### config.mk
export PLATFORM = sky130hd
export DESIGN_NAME = ifu_imem_reader
export DESIGN_NICKNAME = d
export VERILOG_FILES = /design/src/rtl/ifu_imem_reader.sv
export SDC_FILE = /design/constraint.sdc
export NUM_CORES = 1
export LEC_CHECK = 0
export ABC_CLOCK_PERIOD_IN_PS = 8600
export CORE_MARGIN = 2
export CORE_UTILIZATION = 43
export CTS_BUF_LIST = sky130_fd_sc_hd__clkbuf_16
export CTS_CLUSTER_SIZE = 40
export DETAILED_ROUTE_END_ITERATION = 12
export GPL_TIMING_DRIVEN = 1
export PLACE_DENSITY = 0.81
export SYNTH_ARGS = -nofsm -noshare
export SYNTH_HDL_FRONTEND = slang
export SYNTH_SLANG_ARGS = --single-unit
### constraint.sdc
create_clock -name clock -period 8.6 [get_ports clock]
set_input_delay 1.72 -clock clock [delete_from_list [all_inputs] [get_ports clock]]
set_output_delay 1.72 -clock clock [all_outputs]
set_load 0.03 [all_outputs]
### src/rtl/ifu_imem_reader.sv
// Instruction-memory read master for the IFU: fetches 128b lines from i_mem and
// hands them to decode one instruction at a time over a valid/ready handshake.
module ifu_imem_reader #(
    parameter int                    DATA_WIDTH  = 128,
    parameter int                    ADRS_WIDTH  = 32,
    parameter int                    INSTR_WIDTH = 32,
    parameter logic [ADRS_WIDTH-1:0] RESET_PC    = '0
) (
    input  logic                   clock,
    input  logic                   rst,
    input  logic                   redirect_valid,
    input  logic [ADRS_WIDTH-1:0]  redirect_pc,
    output logic                   instr_valid,
    input  logic                   instr_ready,
    output logic [INSTR_WIDTH-1:0] instr,
    output logic [ADRS_WIDTH-1:0]  instr_pc,
    output logic [ADRS_WIDTH-1:0]  mem_address,
    output logic                   mem_wren,
    output logic [DATA_WIDTH-1:0]  mem_data,
    input  logic [DATA_WIDTH-1:0]  mem_q
);

    localparam int WPL    = DATA_WIDTH / INSTR_WIDTH;
    localparam int OFS    = $clog2(DATA_WIDTH / 8);
    localparam int WSEL_W = $clog2(WPL);

    localparam logic [ADRS_WIDTH-1:0] PC_MASK = ~ADRS_WIDTH'(3);
    localparam logic [ADRS_WIDTH-1:0] PC_INIT = RESET_PC & PC_MASK;
    localparam logic [ADRS_WIDTH-1:0] PC_STEP = ADRS_WIDTH'(4);
    localparam logic [WSEL_W-1:0]     LAST_W  = WSEL_W'(WPL - 1);

    typedef enum logic [1:0] {
        S_REQ   = 2'd0,
        S_WAIT  = 2'd1,
        S_SERVE = 2'd2
    } state_t;

    state_t                  state;
    state_t                  state_nxt;
    logic [ADRS_WIDTH-1:0]   pc;
    logic [ADRS_WIDTH-1:0]   pc_nxt;
    logic [DATA_WIDTH-1:0]   line_buf;
    logic [WSEL_W-1:0]       word_sel;
    logic [INSTR_WIDTH-1:0]  words [WPL];
    logic                    fire;
    logic                    last_word;

    // Unpacked view of the buffered line so word selection is a plain array index.
    for (genvar k = 0; k < WPL; k++) begin : g_words
        assign words[k] = line_buf[k*INSTR_WIDTH +: INSTR_WIDTH];
    end

    assign word_sel    = pc[2 +: WSEL_W];
    assign last_word   = (word_sel == LAST_W);
    assign instr_valid = (state == S_SERVE);
    assign instr       = words[word_sel];
    assign instr_pc    = pc;
    assign fire        = instr_valid & instr_ready;

    // i_mem is read-only from this port.
    assign mem_wren = 1'b0;
    assign mem_data = '0;

    // NOTE: every combinational output gets a default before any branch, so no
    // path leaves a signal unassigned and no latch can be inferred.
    always_comb begin
        state_nxt = state;
        pc_nxt    = pc;
        if (redirect_valid) begin
            // Redirect beats a same-cycle fire: that instruction is consumed, its pc+4 is dropped.
            pc_nxt    = redirect_pc & PC_MASK;
            state_nxt = S_REQ;
        end else begin
            unique case (state)
                S_REQ:   state_nxt = S_WAIT;
                S_WAIT:  state_nxt = S_SERVE;
                S_SERVE: begin
                    if (fire) begin
                        pc_nxt = pc + PC_STEP;
                        if (last_word) begin
                            state_nxt = S_REQ;
                        end
                    end
                end
                default: state_nxt = S_REQ;
            endcase
        end
    end

    // NOTE: state registers use non-blocking assignments so every flop samples
    // the pre-edge values of the others, independent of process ordering.
    always_ff @(posedge clock or posedge rst) begin
        if (rst) begin
            state <= S_REQ;
            pc    <= PC_INIT;
        end else begin
            state <= state_nxt;
            pc    <= pc_nxt;
        end
    end

    // Line address is launched from S_REQ; the memory answers before the S_WAIT edge.
    always_ff @(posedge clock or posedge rst) begin
        if (rst) begin
            mem_address <= RESET_PC >> OFS;
        end else if (state == S_REQ) begin
            mem_address <= pc >> OFS;
        end
    end

    // NOTE: the line buffer is reset so instr reads as zero out of reset; a
    // redirect during S_WAIT discards the in-flight line instead of capturing it.
    always_ff @(posedge clock or posedge rst) begin
        if (rst) begin
            line_buf <= '0;
        end else if (state == S_WAIT && !redirect_valid) begin
            line_buf <= mem_q;
        end
    end

endmodule

* Yosys cells after proc, flatten, opt, wreduce, memory -nomap -nowiden
Cells that the tools add are included.
Word-level totals: bits in registers 190, word-level logic and storage cells 30
Cells by class: add/sub/neg operators 1, magnitude comparators 1, equal/unequal tests 5, muxes and demuxes 10, bitwise operators 2, reductions and logical operators 7
Operators by type and width (number):
- two-way mux 32 bit | 5
- binary-select mux 32 bit (select 2 bit) | 1
- adder 32 x 3 -> 32 bit (second input constant) | 1
- two-way mux 2 bit | 3
- inequality test 3 x 2 -> 1 bit (second input constant) | 2
- case mux 2 bit (3 select lines) | 1
- equality test 2 bit (second input constant) | 2
- AND reduction 2 bit | 2
- nonzero test 2 bit | 2
- >= comparator 3 bit (second input constant) | 1
- NOT 2 -> 3 bit | 1
- equality test 2 x 1 -> 1 bit (second input constant) | 1
- zero test 2 bit | 1
- AND 1 bit | 1
- logical AND 1 bit | 1
- zero test 1 bit | 1

* Longest topological paths before layout
word-level depth 5, depth in mapped cells 7, mapped depth without buffers 5

* Worst setup path before layout
No wires, ideal clock.
kind register -> output, start point register pc[2], in the netlist instr_pc[2], end point output instr[10], arrival 1982 ps, path slack 4898 ps, cell stages (with the launch flop) 4, path buffers 2, cells stage by stage dfrtp_1 buf_2 buf_1 mux4_2
On the way: cells in the longest elaborated chain, start to end 4
Ends and longest elaborated chain:
- start, declared | line 40 | logic [ADRS_WIDTH-1:0] pc;
- start signal, assigned | line 98 | pc <= pc_nxt;
- NOT 2 -> 3 bit (implied by the code) | line 56 | assign instr = words[word_sel];
- binary-select mux 32 bit (select 2 bit) | line 56
- two-way mux 32 bit (implied by the code) (2 in series) | line 56
- end, declared | line 15 | output logic [INSTR_WIDTH-1:0] instr,
No other way between the ends. The select of a mux whose other input is x is not followed.

* Worst setup path after layout
start point input redirect_valid, end point register line_buf[42]
On the way: cells in the longest elaborated chain, start to end 2
Ends and longest elaborated chain:
- start, declared | line 11 | input logic redirect_valid,
- zero test 1 bit | line 116 | end else if (state == S_WAIT && !redirect_valid) begin
- logical AND 1 bit | line 116
- end signal, assigned | line 117 | line_buf <= mem_q;
- end, declared | line 42 | logic [DATA_WIDTH-1:0] line_buf;
No other way between the ends. A chain may end at the register's enable or synchronous reset.

==> flow_summary.html <==
<table>
<tr><th>Metric</th><th>Value</th></tr>
<tr><th colspan="2">STA</th></tr>
<tr><td>Timing-limited maximum frequency</td><td>0.184 GHz</td></tr>
<tr><td>Max Slew Vio Count</td><td>0</td></tr>
<tr><td>Final hold viol count</td><td>0</td></tr>
<tr><td>Clock Skew</td><td>14.5 ps</td></tr>
<tr><td>RSZ-0062 raised after global routing</td><td>false</td></tr>
<tr><td>Final critical-path share of the clock period</td><td>63.2%</td></tr>
<tr><td>Final count of negative-setup-slack endpoints</td><td>0</td></tr>
<tr><td>Final period demand of the worst path</td><td>5440 ps</td></tr>
<tr><td>Final worst hold slack</td><td>504 ps</td></tr>
<tr><td>Pin slew with the least headroom to its limit</td><td>1130 ps</td></tr>
<tr><td>Worst slew slack as a fraction of its limit</td><td>24.2%</td></tr>
<tr><td>Accumulated negative setup slack</td><td>0 ps</td></tr>
<tr><th colspan="2">Routing</th></tr>
<tr><td>Per-cell routed wire length</td><td>17.6 um</td></tr>
<tr><td>Total wire length after detailed routing</td><td>21800 um</td></tr>
<tr><td>DR iter-0 viols</td><td>210</td></tr>
<tr><td>Total DRC errors in the routed layout</td><td>0</td></tr>
<tr><td>Vias per Instance</td><td>4.99</td></tr>
<tr><td>Antenna viol nets, final</td><td>0</td></tr>
<tr><td>Total via count in the routed design</td><td>6190</td></tr>
<tr><td>Count of TritonRoute iterations in the first routing pass</td><td>4</td></tr>
<tr><th colspan="2">Logic synthesis</th></tr>
<tr><td>Fraction of registers with async set/reset</td><td>100%</td></tr>
<tr><td>Post-synthesis instance total</td><td>714</td></tr>
<tr><td>Top flip-flop cell by instance count after synthesis</td><td>dfrtp_1</td></tr>
<tr><td>Dominant cell by count in the synthesized netlist</td><td>dfrtp_1</td></tr>
<tr><td>EDFF count, synth</td><td>0</td></tr>
<tr><td>Largest area contributor in the synthesized netlist</td><td>dfrtp_1</td></tr>
<tr><td>Commonest cells in the netlist</td><td>dfrtp_1, mux2_2, buf_4, mux4_2, clkbuf_1</td></tr>
<tr><td>Area fraction of the dominant cell type after synthesis</td><td>50.4%</td></tr>
<tr><td>Syn. warnings</td><td>0</td></tr>
<tr><td>Synth top area cells</td><td>dfrtp_1, mux2_2, buf_4</td></tr>
<tr><td>Summed instance area of the synthesized netlist</td><td>0.00934 mm2</td></tr>
<tr><td>FF+latch count, synth</td><td>188</td></tr>
<tr><td>Synthesized area divided by synthesized cell count</td><td>13.1 um2</td></tr>
<tr><td>Fraction of the yosys area taken by sequential cells</td><td>50.4%</td></tr>
<tr><td>Synth cell types</td><td>38</td></tr>
<tr><th colspan="2">Worst setup path</th></tr>
<tr><td>Worst setup path startpoint</td><td>redirect_valid</td></tr>
<tr><td>Critical Path Sink Type</td><td>flip-flop</td></tr>
<tr><td>Endpoint arrival time on the critical path</td><td>5740 ps</td></tr>
<tr><td>Highest fanout seen on the critical path</td><td>75</td></tr>
<tr><td>Endpoint of the worst-slack reg-to-reg timing path</td><td>instr_pc[30]</td></tr>
<tr><td>Worst EP required</td><td>8900 ps</td></tr>
<tr><td>Critical path's largest stage delay</td><td>1220 ps</td></tr>
<tr><td>Worst reg2reg path depth</td><td>5</td></tr>
<tr><td>RR Startpoint</td><td>instr_pc[3]</td></tr>
<tr><td>Crit path launch type</td><td>input port</td></tr>
<tr><td>Flop2flop setup slack</td><td>5570 ps</td></tr>
<tr><td>Worst Path Class, Setup</td><td>in -&gt; reg</td></tr>
<tr><td>Cell breakdown of the critical path</td><td>clkdlybuf4s50_1 -&gt; clkinv_1 -&gt; and2_4 -&gt; buf_4 -&gt; mux2_2</td></tr>
<tr><td>Slowest cell on crit path</td><td>clkdlybuf4s50_1</td></tr>
<tr><td>End of the critical path</td><td>line_buf[42]</td></tr>
<tr><th colspan="2">CTS</th></tr>
<tr><td>Root buffer cell</td><td>clkbuf_16</td></tr>
<tr><td>Post-CTS setup buffer count</td><td>0</td></tr>
<tr><td>Max clock buf depth</td><td>2</td></tr>
<tr><td>Number of sinks handled by clock tree synthesis</td><td>188</td></tr>
<tr><td>TritonCTS buffer count</td><td>17</td></tr>
<tr><td>Clock latency of the later-clocked register in the worst-skew pair</td><td>430 ps</td></tr>
<tr><td>Number of instances resized during post-cts repair</td><td>0</td></tr>
<tr><td>Clock tree from TritonCTS</td><td>yes</td></tr>
<tr><td>Max H-tree Level</td><td>4</td></tr>
<tr><td>Clock transition time at the flip-flop clock pins of the worst setup and hold paths</td><td>70 ps</td></tr>
<tr><td>CTS Hold Bufs</td><td>0</td></tr>
<tr><th colspan="2">Finish</th></tr>
<tr><td>Final standard cell count with taps included and fillers excluded</td><td>1240</td></tr>
<tr><td>Number of antenna diodes</td><td>0</td></tr>
<tr><td>Number of nets in the finished design</td><td>1117</td></tr>
<tr><td>Proportion of layout cells with a drive suffix above 1</td><td>23.9%</td></tr>
<tr><td>Number of filler cells placed in the layout</td><td>1797</td></tr>
<tr><td>Area growth from synthesis to final layout</td><td>30.8%</td></tr>
<tr><td>Final design instance area without fill</td><td>0.0122 mm2</td></tr>
<tr><th colspan="2">Floorplan</th></tr>
<tr><td>Core box area</td><td>0.0212 mm2</td></tr>
<tr><td>Row Count</td><td>53</td></tr>
<tr><td>DIE HEIGHT</td><td>151 um</td></tr>
<tr><td>Ports placed on the boundary</td><td>390</td></tr>
<tr><td>Die area</td><td>0.0229 mm2</td></tr>
<tr><td>Horizontal extent of the die</td><td>151 um</td></tr>
<tr><td>Initial core utilization</td><td>44.1%</td></tr>
<tr><th colspan="2">Placement</th></tr>
<tr><td>Placed inst area</td><td>0.0116 mm2</td></tr>
<tr><td>Last weighted congestion value of the routability-driven placer</td><td>0.808</td></tr>
<tr><td>Placed wire-length estimate after detailed placement</td><td>15800 um</td></tr>
<tr><td>Cell count after placement</td><td>1208</td></tr>
<tr><td>Number of port buffers</td><td>252</td></tr>
<tr><th colspan="2">Global route</th></tr>
<tr><td>Vias in the first global route</td><td>6178</td></tr>
<tr><td>Total grt overflow</td><td>0</td></tr>
<tr><td>Overall Global Routing Usage</td><td>18.9%</td></tr>
<tr><td>First-pass GRT wire length</td><td>33200 um</td></tr>
<tr><td>Maximum number of pins on one net before global-route repair</td><td>112</td></tr>
<tr><td>Initial antenna violation count</td><td>1</td></tr>
<tr><th colspan="2">Run</th></tr>
<tr><td>Number of max-cap violations</td><td>0</td></tr>
<tr><th colspan="2">Power</th></tr>
<tr><td>Largest vdd supply drop</td><td>0.142 mV</td></tr>
<tr><td>Power per Cell Area</td><td>258 mW/mm2</td></tr>
<tr><td>Cell leakage power</td><td>0.00502 uW</td></tr>
<tr><th colspan="2">Worst hold path</th></tr>
<tr><td>Worst Hold Class</td><td>reg -&gt; reg</td></tr>
<tr><td>Hold_sp</td><td>line_buf[37]</td></tr>
<tr><th colspan="2">Outcome</th></tr>
<tr><td>Status</td><td>completed</td></tr>
</table>
-- power breakdown --
group	internal, uW	total, uW	switching [uW]
Sequential	1130	1280	150
Combinational	547	1070	525
Clock	398	797	399
-- metrics by stage --
step | total power [uW] | worst slack [ps] | utilization (%)
floorplan | 2010 | 1770 | -
global placement | 2340 | 2840 | 54.8
detailed placement | 2370 | 2830 | 54.8
CTS | 3180 | 3240 | 57.7
global route | 3300 | 2840 | 57.7
finish | 3150 | 3160 | 57.7
-- final cells by class --
type	count	area [um2]	area share, %
Clock inverter	15	194	1.59
Clock buffer	17	425	3.48
Multi-Input combinational cell	481	3950	32.4
Inverter	8	37.5	0.307
Timing Repair Buffer	256	2550	20.9
Tap cell	275	344	2.82
Sequential cell	188	4710	38.5
-- sequential cells by signal, summed over array words and instances, names as in the netlist --
name         cells
state            2
line_buf       128
mem_address     28
instr_pc        30
-- metal layers --
layer	wire, um	vias to the layer above	GRT usage (%)	share of wire, %
met5	13	-	0	0.060
met4	520	2	6.96	2.4
met3	1560	31	5.03	7.1
met2	11300	236	31.7	52
met1	8430	3146	23.6	39
li1	-	2775	-	-
-- worst max-delay path: cells and delay by family --
| family | cells | cell delay (ps) |
|---|---|---|
| simple gates | 1 | 680 |
| buf+inv | 3 | 2860 |
| mux | 1 | 400 |
-- cell families after synthesis --
family	Yosys count	share of synthesized area [%]
simple gates	100	6.02
mux	189	26.6
compound gates	47	3.23
buf+inv	179	12.7
other cells	1	0.0402
fa+ha+maj	1	0.134
flops	188	50.4
xor+xnor	9	0.844
-- layout by cell type, fill, tap and decap left out, types with 14 or more instances in the layout --
cell type and instances:
or4_1 18, nor2_1 17, clkdlybuf4s50_1 252, a31oi_1 15
clkbuf_16 17, nand2_1 24, mux4_2 32, mux2_2 156
conb_1 135, o31ai_1 14, dfrtp_1 186
-- worst min path at each step --
| stage | to | slack [ps] | cells after the start |
|---|---|---|---|
| floorplan | line_buf[32] | 480 | 1 |
| global placement | line_buf[77] | 480 | 1 |
| detailed placement | line_buf[84] | 490 | 1 |
| CTS | line_buf[78] | 510 | 1 |
| global route | mem_address[8] | 520 | 1 |
| finish | line_buf[37] | 500 | 1 |
Power figures use the tool's default switching activity.
